--- src/rtl/mux_tree_pipe.sv ---
// Pipelined N:1 multiplexer tree, with N = 2**SEL_W channels of DATA_W bits each.
// Each of the SEL_W layers of 2:1 selection is followed by a register, so the
// tree accepts one word per clock. The latency is SEL_W cycles: layer 1 is
// registered on the edge that accepts the item. A valid flag and the selected
// channel tag travel with the data. A global stall freezes the pipeline and the
// scan counter.
//
// Ports:
//   clk       rising-edge clock
//   rst       synchronous, active-high reset
//   in_valid  accept one selection this cycle (ignored while stall=1)
//   in_data   packed channels, channel i at [i*DATA_W +: DATA_W]
//   sel       channel index when mode=0
//   mode      0 = external sel, 1 = auto-scan using scan_idx
//   stall     hold every stage and the scan counter
//   out_valid out_data/out_ch carry a fresh result this cycle
//   out_data  selected channel data; holds the last valid result otherwise
//   out_ch    channel index that produced out_data
//   scan_idx  current auto-scan counter
module mux_tree_pipe #(
  parameter int unsigned DATA_W = 8,
  parameter int unsigned SEL_W  = 3
) (
  input  logic                         clk,
  input  logic                         rst,
  input  logic                         in_valid,
  input  logic [(2**SEL_W)*DATA_W-1:0] in_data,
  input  logic [SEL_W-1:0]             sel,
  input  logic                         mode,
  input  logic                         stall,
  output logic                         out_valid,
  output logic [DATA_W-1:0]            out_data,
  output logic [SEL_W-1:0]             out_ch,
  output logic [SEL_W-1:0]             scan_idx
);

  localparam int unsigned N = 2**SEL_W;

  logic [SEL_W-1:0] eff_sel;
  logic             accept;

  assign eff_sel = mode ? scan_idx : sel;
  assign accept  = in_valid && !stall;

  // The counter width equals the select width, so it wraps from N-1 to 0 on its own.
  always_ff @(posedge clk) begin
    if (rst) begin
      scan_idx <= '0;
    end else if (accept && mode) begin
      scan_idx <= scan_idx + 1'b1;
    end
  end

  // Stage 0 is the unregistered input. Stage k holds N>>k words. The full tag is
  // carried along, and layer k steers with bit k-1 of the tag held by stage k-1.
  for (genvar k = 0; k <= SEL_W; k++) begin : g_stage
    localparam int unsigned Words = N >> k;

    logic [Words*DATA_W-1:0] data;
    logic [SEL_W-1:0]        tag;
    logic                    valid;

    if (k == 0) begin : g_in
      assign data  = in_data;
      assign tag   = eff_sel;
      assign valid = in_valid;
    end else begin : g_reg
      logic [Words*DATA_W-1:0] mux;

      always_comb begin
        mux = '0;
        for (int j = 0; j < int'(Words); j++) begin
          mux[j*DATA_W +: DATA_W] = g_stage[k-1].tag[k-1] ?
              g_stage[k-1].data[(2*j+1)*DATA_W +: DATA_W] :
              g_stage[k-1].data[(2*j)*DATA_W +: DATA_W];
        end
      end

      // Valid follows the previous stage on every unstalled edge. The payload loads
      // only behind a valid item, so a bubble leaves the last result in place.
      always_ff @(posedge clk) begin
        if (rst) begin
          valid <= 1'b0;
          data  <= '0;
          tag   <= '0;
        end else if (!stall) begin
          valid <= g_stage[k-1].valid;
          if (g_stage[k-1].valid) begin
            data <= mux;
            tag  <= g_stage[k-1].tag;
          end
        end
      end
    end
  end

  assign out_valid = g_stage[SEL_W].valid;
  assign out_data  = g_stage[SEL_W].data;
  assign out_ch    = g_stage[SEL_W].tag;

endmodule

--- config.mk ---
export PLATFORM = sky130hd
export DESIGN_NAME = mux_tree_pipe
export DESIGN_NICKNAME = d
export VERILOG_FILES = /design/src/rtl/mux_tree_pipe.sv
export SDC_FILE = /design/constraint.sdc
export NUM_CORES = 1
export LEC_CHECK = 0
export ABC_CLOCK_PERIOD_IN_PS = 1650
export BUFFER_PORTS_ARGS = -buffer_cell sky130_fd_sc_hd__clkbuf_2
export CAP_MARGIN = 40
export CORE_ASPECT_RATIO = 1.4
export CORE_MARGIN = 2
export CORE_UTILIZATION = 53
export DETAILED_ROUTE_END_ITERATION = 8
export GPL_TIMING_DRIVEN = 0
export PLACE_DENSITY = 0.8
export SLEW_MARGIN = 20
export SYNTH_ARGS = -nofsm -noshare
export SYNTH_HDL_FRONTEND = slang
export SYNTH_SLANG_ARGS = --single-unit
--- constraint.sdc ---
create_clock -name clk -period 1.65 [get_ports clk]
set_input_delay 0.33 -clock clk [delete_from_list [all_inputs] [get_ports clk]]
set_output_delay 0.33 -clock clk [all_outputs]
set_load 0.01 [all_outputs]
# Word level (Yosys, flattened, before mapping)
# Cells that the tools add are included.
# Widths: inputs -> output; s select.
[totals]
register_bits = 71
in_bits = 72
elab_cells = 26
[classes]
addsub = 1
mux = 8
n_bitwise = 1
reduce_logical = 6
[ops]
columns = ["cell", "n"]
rows = [
  ["$mux 8", 7],
  ["$reduce_and 2->1", 3],
  ["$add 3x1->3 const B", 1],
  ["$mux 3", 1],
  ["$logic_and 1x1->1", 2],
  ["$logic_not 1->1", 1],
  ["$not 1->1", 1],
]

# Longest topological paths before layout
[logic_depth]
word_depth = 3
depth_mapped = 5
depth_no_buf = 4

# Worst setup path after synthesis
# No wires, ideal clock.
[synth_timing]
path_kind = "in2reg"
start = "in mode"
end = "reg g_stage[1].data[14]"
arrival_ns = 1.169
path_slack_ns = 0.337
path_stages = 5
path_cell_list = "buf_6 > mux2_4 > buf_4 > nor3_1 > nor4_2"
[synth_between]
elab_chain_cells = 2
[synth_rtl]
columns = ["item", "line", "text"]
rows = [
  ["start: declaration", "29", "input logic mode,"],
  ["$mux 3", "42", "assign eff_sel = mode ? scan_idx : sel;"],
  ["$mux 8", "73", "mux[j*DATA_W +: DATA_W] = g_stage[k-1].tag[k-1] ?"],
  ["end signal: assignment", "89", "data <= mux;"],
  ["end: declaration", "59", "logic [Words*DATA_W-1:0] data;"],
]
# Every way passes these cells.
# A chain may end at the register's enable or synchronous reset.

# Worst setup path in the final report
[layout_timing]
start = "reg scan_idx[0]"
end = "reg g_stage[1].data[24]"
[layout_between]
elab_chain_cells = 2
[layout_rtl]
columns = ["item", "line", "text"]
rows = [
  ["start: declaration", "34", "output logic [SEL_W-1:0] scan_idx"],
  ["start signal: assignment", "50", "scan_idx <= scan_idx + 1'b1;"],
  ["$mux 3", "42", ""],
  ["$mux 8", "73", ""],
]
# Every way passes these cells.

==> metrics.yaml <==
outcome: "completed"
wl_um: 8110
io_buffer_count: 84
cp_max_fo: 10
numCtsBuffers: 9
relSlewSlack_pct: 51.1
num_rows: 34
max-cap-violations: 0
finalCritPeriodShare_pct: 81.7
grt_pass1_wl_um: 13600
hold_viol: 0
start_util_pct: 54.1
hp-start: "mode"
synthToLayoutAreaGrowth_pct: 20.6
synth_top_area_share_pct: 42.6
grt_pass1_vias: 2985
synth_seq_cells: 71
antenna_cells: 0
synth_cell_types: 23
hpwl_um: 6200
cts-root-buf: "clkbuf_8"
multi_input_area_um2: 1690
register_area_um2: 1420
worstSetupEndpoint: "g_stage[1].data[24]$_SDFFE_PP0P_"
mappedNetlistNets: 421
ctsHoldBuffers: 0
r2r_cells: 4
cts_tree: "built"
end_kind: "flop"
tns_ns: 0
drt_iter0_drc: 129
fmax_mhz: 742
tightest_slew_ns: 0.733
grt_use_total_pct: 24.7
drc: 0
die_w_um: 71.1
htreeDepth: 3
cts_num_sinks: 71
vias: 2903
crit_required_ns: 1.86
viasPerCell: 5.58
coreArea_um2: 6170
grt_max_degree: 13
post_drt_wl_per_cell_um: 15.6
die_y_um: 97.9
hp-class: "input port to flop"
synthCells: 348
rsz0062_at_grt: "false"
clk_path_buf_depth: 2
period_minus_slack_ns: 1.35
crit_path_start: "scan_idx[0]$_SDFFE_PP0P_"
syn_area_per_cell_um2: 9.60
netlist_top_cells_area: "dfxtp_1 43%, nor4_2 12%, mux2i_1 9.6%"
setup.worst_path.start_class: "flop"
setup_viol: 0
gr-total-overflow: 0
syn_area_um2: 3340
rr_endpoint: "g_stage[1].data[24]$_SDFFE_PP0P_"
arrival_ns: 1.55
clkTransAtPathRegs_ns: 0.07
power_density_nw_per_um2: 904
insertion_delay_ns: 0.35
ant_nets: 0
grt_antenna_before_repair: 0
fin_skew_ns: 0.00954
dr.pass1.iters: 5
num-fill-cells: 514
ys_seq_area_share_pct: 42.6
power.leakage_nw: 1.50
reg2reg_slack_ns: 0.30
reg2reg_from: "scan_idx[0]$_SDFFE_PP0P_"
place_congestion: 0.868
vdd_ir_drop_max_uv: 538
ys_warn_count: 0
p_total_mw: 3.64
dieArea_um2: 6960
yosys.area.top_type: "dfxtp_1"
post-cts-setup-buffers: 0
drive_gt1_share_pct: 37.3
cts_resized: 0
final_nets: 516
finalMaxSlewViolations: 0
ios: 87
critPathKind: "flop to flop"
report_power, final:
part,internal [mW],switching [mW]
clock,0.590,0.654
sequential,1.80,0.0509
combinational,0.237,0.306
routing by layer:
metal / global-route usage, % / part of all wire, %
met5: 0 / 0
met2: 44.0 / 51
met4: 11.9 / 2.7
met3: 3.72 / 4.1
met1: 28.3 / 42
how the worst min path moves through the flow:
stage / to / slack, ns / cells past startpoint
floorplan: g_stage[1].valid$_SDFFE_PP0N_ / 0.44 / 2
global placement: g_stage[1].valid$_SDFFE_PP0N_ / 0.45 / 2
detailed placement: g_stage[1].valid$_SDFFE_PP0N_ / 0.46 / 2
CTS: scan_idx[1]$_SDFFE_PP0P_ / 0.29 / 3
global route: scan_idx[1]$_SDFFE_PP0P_ / 0.29 / 3
finish: scan_idx[1]$_SDFFE_PP0P_ / 0.29 / 3
flip-flops by register name, summed over array words and instances (netlist names):
signal,count
g_stage.data,48
g_stage.tag,6
scan_idx,3
out_ch,3
g_stage.valid,2
out_data,8
out_valid,1
critical path, cell delays in order (launching register included):
cell and delay [ns]:
dfxtp_1 0.37, mux2_4 0.31, buf_2 0.20, nor3_1 0.24, nor4_2 0.08
layout by cell type (no fill, tap or decap):
cell | Yosys | routed
ha_1 | 1 | 1
nor4_2 | 32 | 32
a211oi_1 | 27 | 27
nor2b_1 | 3 | 3
clkinv_4 | 0 | 1
dfxtp_1 | 71 | 71
buf_6 | 8 | 8
buf_4 | 6 | 6
clkinvlp_4 | 0 | 3
clkbuf_8 | 0 | 10
xor2_1 | 2 | 2
mux2_4 | 1 | 1
nor3_1 | 55 | 55
nand3b_1 | 1 | 1
a21oi_1 | 4 | 4
clkbuf_2 | 0 | 84
mux2i_1 | 32 | 32
nor3_2 | 9 | 9
nand2b_1 | 1 | 1
nor2_1 | 69 | 69
nand3_1 | 1 | 1
clkbuf_1 | 8 | 10
nand2_1 | 2 | 2
mux2i_4 | 1 | 1
nand4b_1 | 1 | 1
buf_1 | 1 | 1
buf_2 | 12 | 12
area by class of cell:
class	instances	area share (%)
clock inverters	4	0.777
repair buffers	84	10.4
flip-flops and latches	71	35.3
multi-input cells	242	42.0
clock buffers	12	3.60
well taps	72	2.24
plain buffers	35	5.69
through the flow:
step                hold WS [ns]  util, %  setup slack, ns  area, um^2  std cells
floorplan                  0.439        -            0.337        3340        348
global placement           0.450     62.4            0.122        3850        504
detailed placement         0.462     62.4           0.0690        3850        504
CTS                        0.293     65.3            0.286        4030        520
global route               0.285     65.3            0.216        4030        520
finish                     0.287     65.3            0.302        4030        520
logic make-up (layout without fill, tap and decap cells):
family          Yosys count  after routing  synth area share, %
xor+xnor                  2              2                0.525
mux                      34             34                 10.7
fa+ha+maj                 1              1                0.375
flops                    71             71                 42.6
buf+inv                  35            135                 6.86
compound gates           31             31                 6.67
simple gates            174            174                 32.3
cell usage after synthesis:
cell type / instances
nor2_1: 69
a211oi_1: 27
xor2_1: 2
a21oi_1: 4
clkbuf_1: 8
buf_2: 12
buf_1: 1
buf_4: 6
mux2_4: 1
nand3b_1: 1
nor2b_1: 3
nand2_1: 2
buf_6: 8
nand4b_1: 1
mux2i_1: 32
nand2b_1: 1
mux2i_4: 1
nor3_1: 55
nor3_2: 9
nor4_2: 32
ha_1: 1
dfxtp_1: 71
nand3_1: 1
Note: power is estimated with default switching activity, not from simulation.
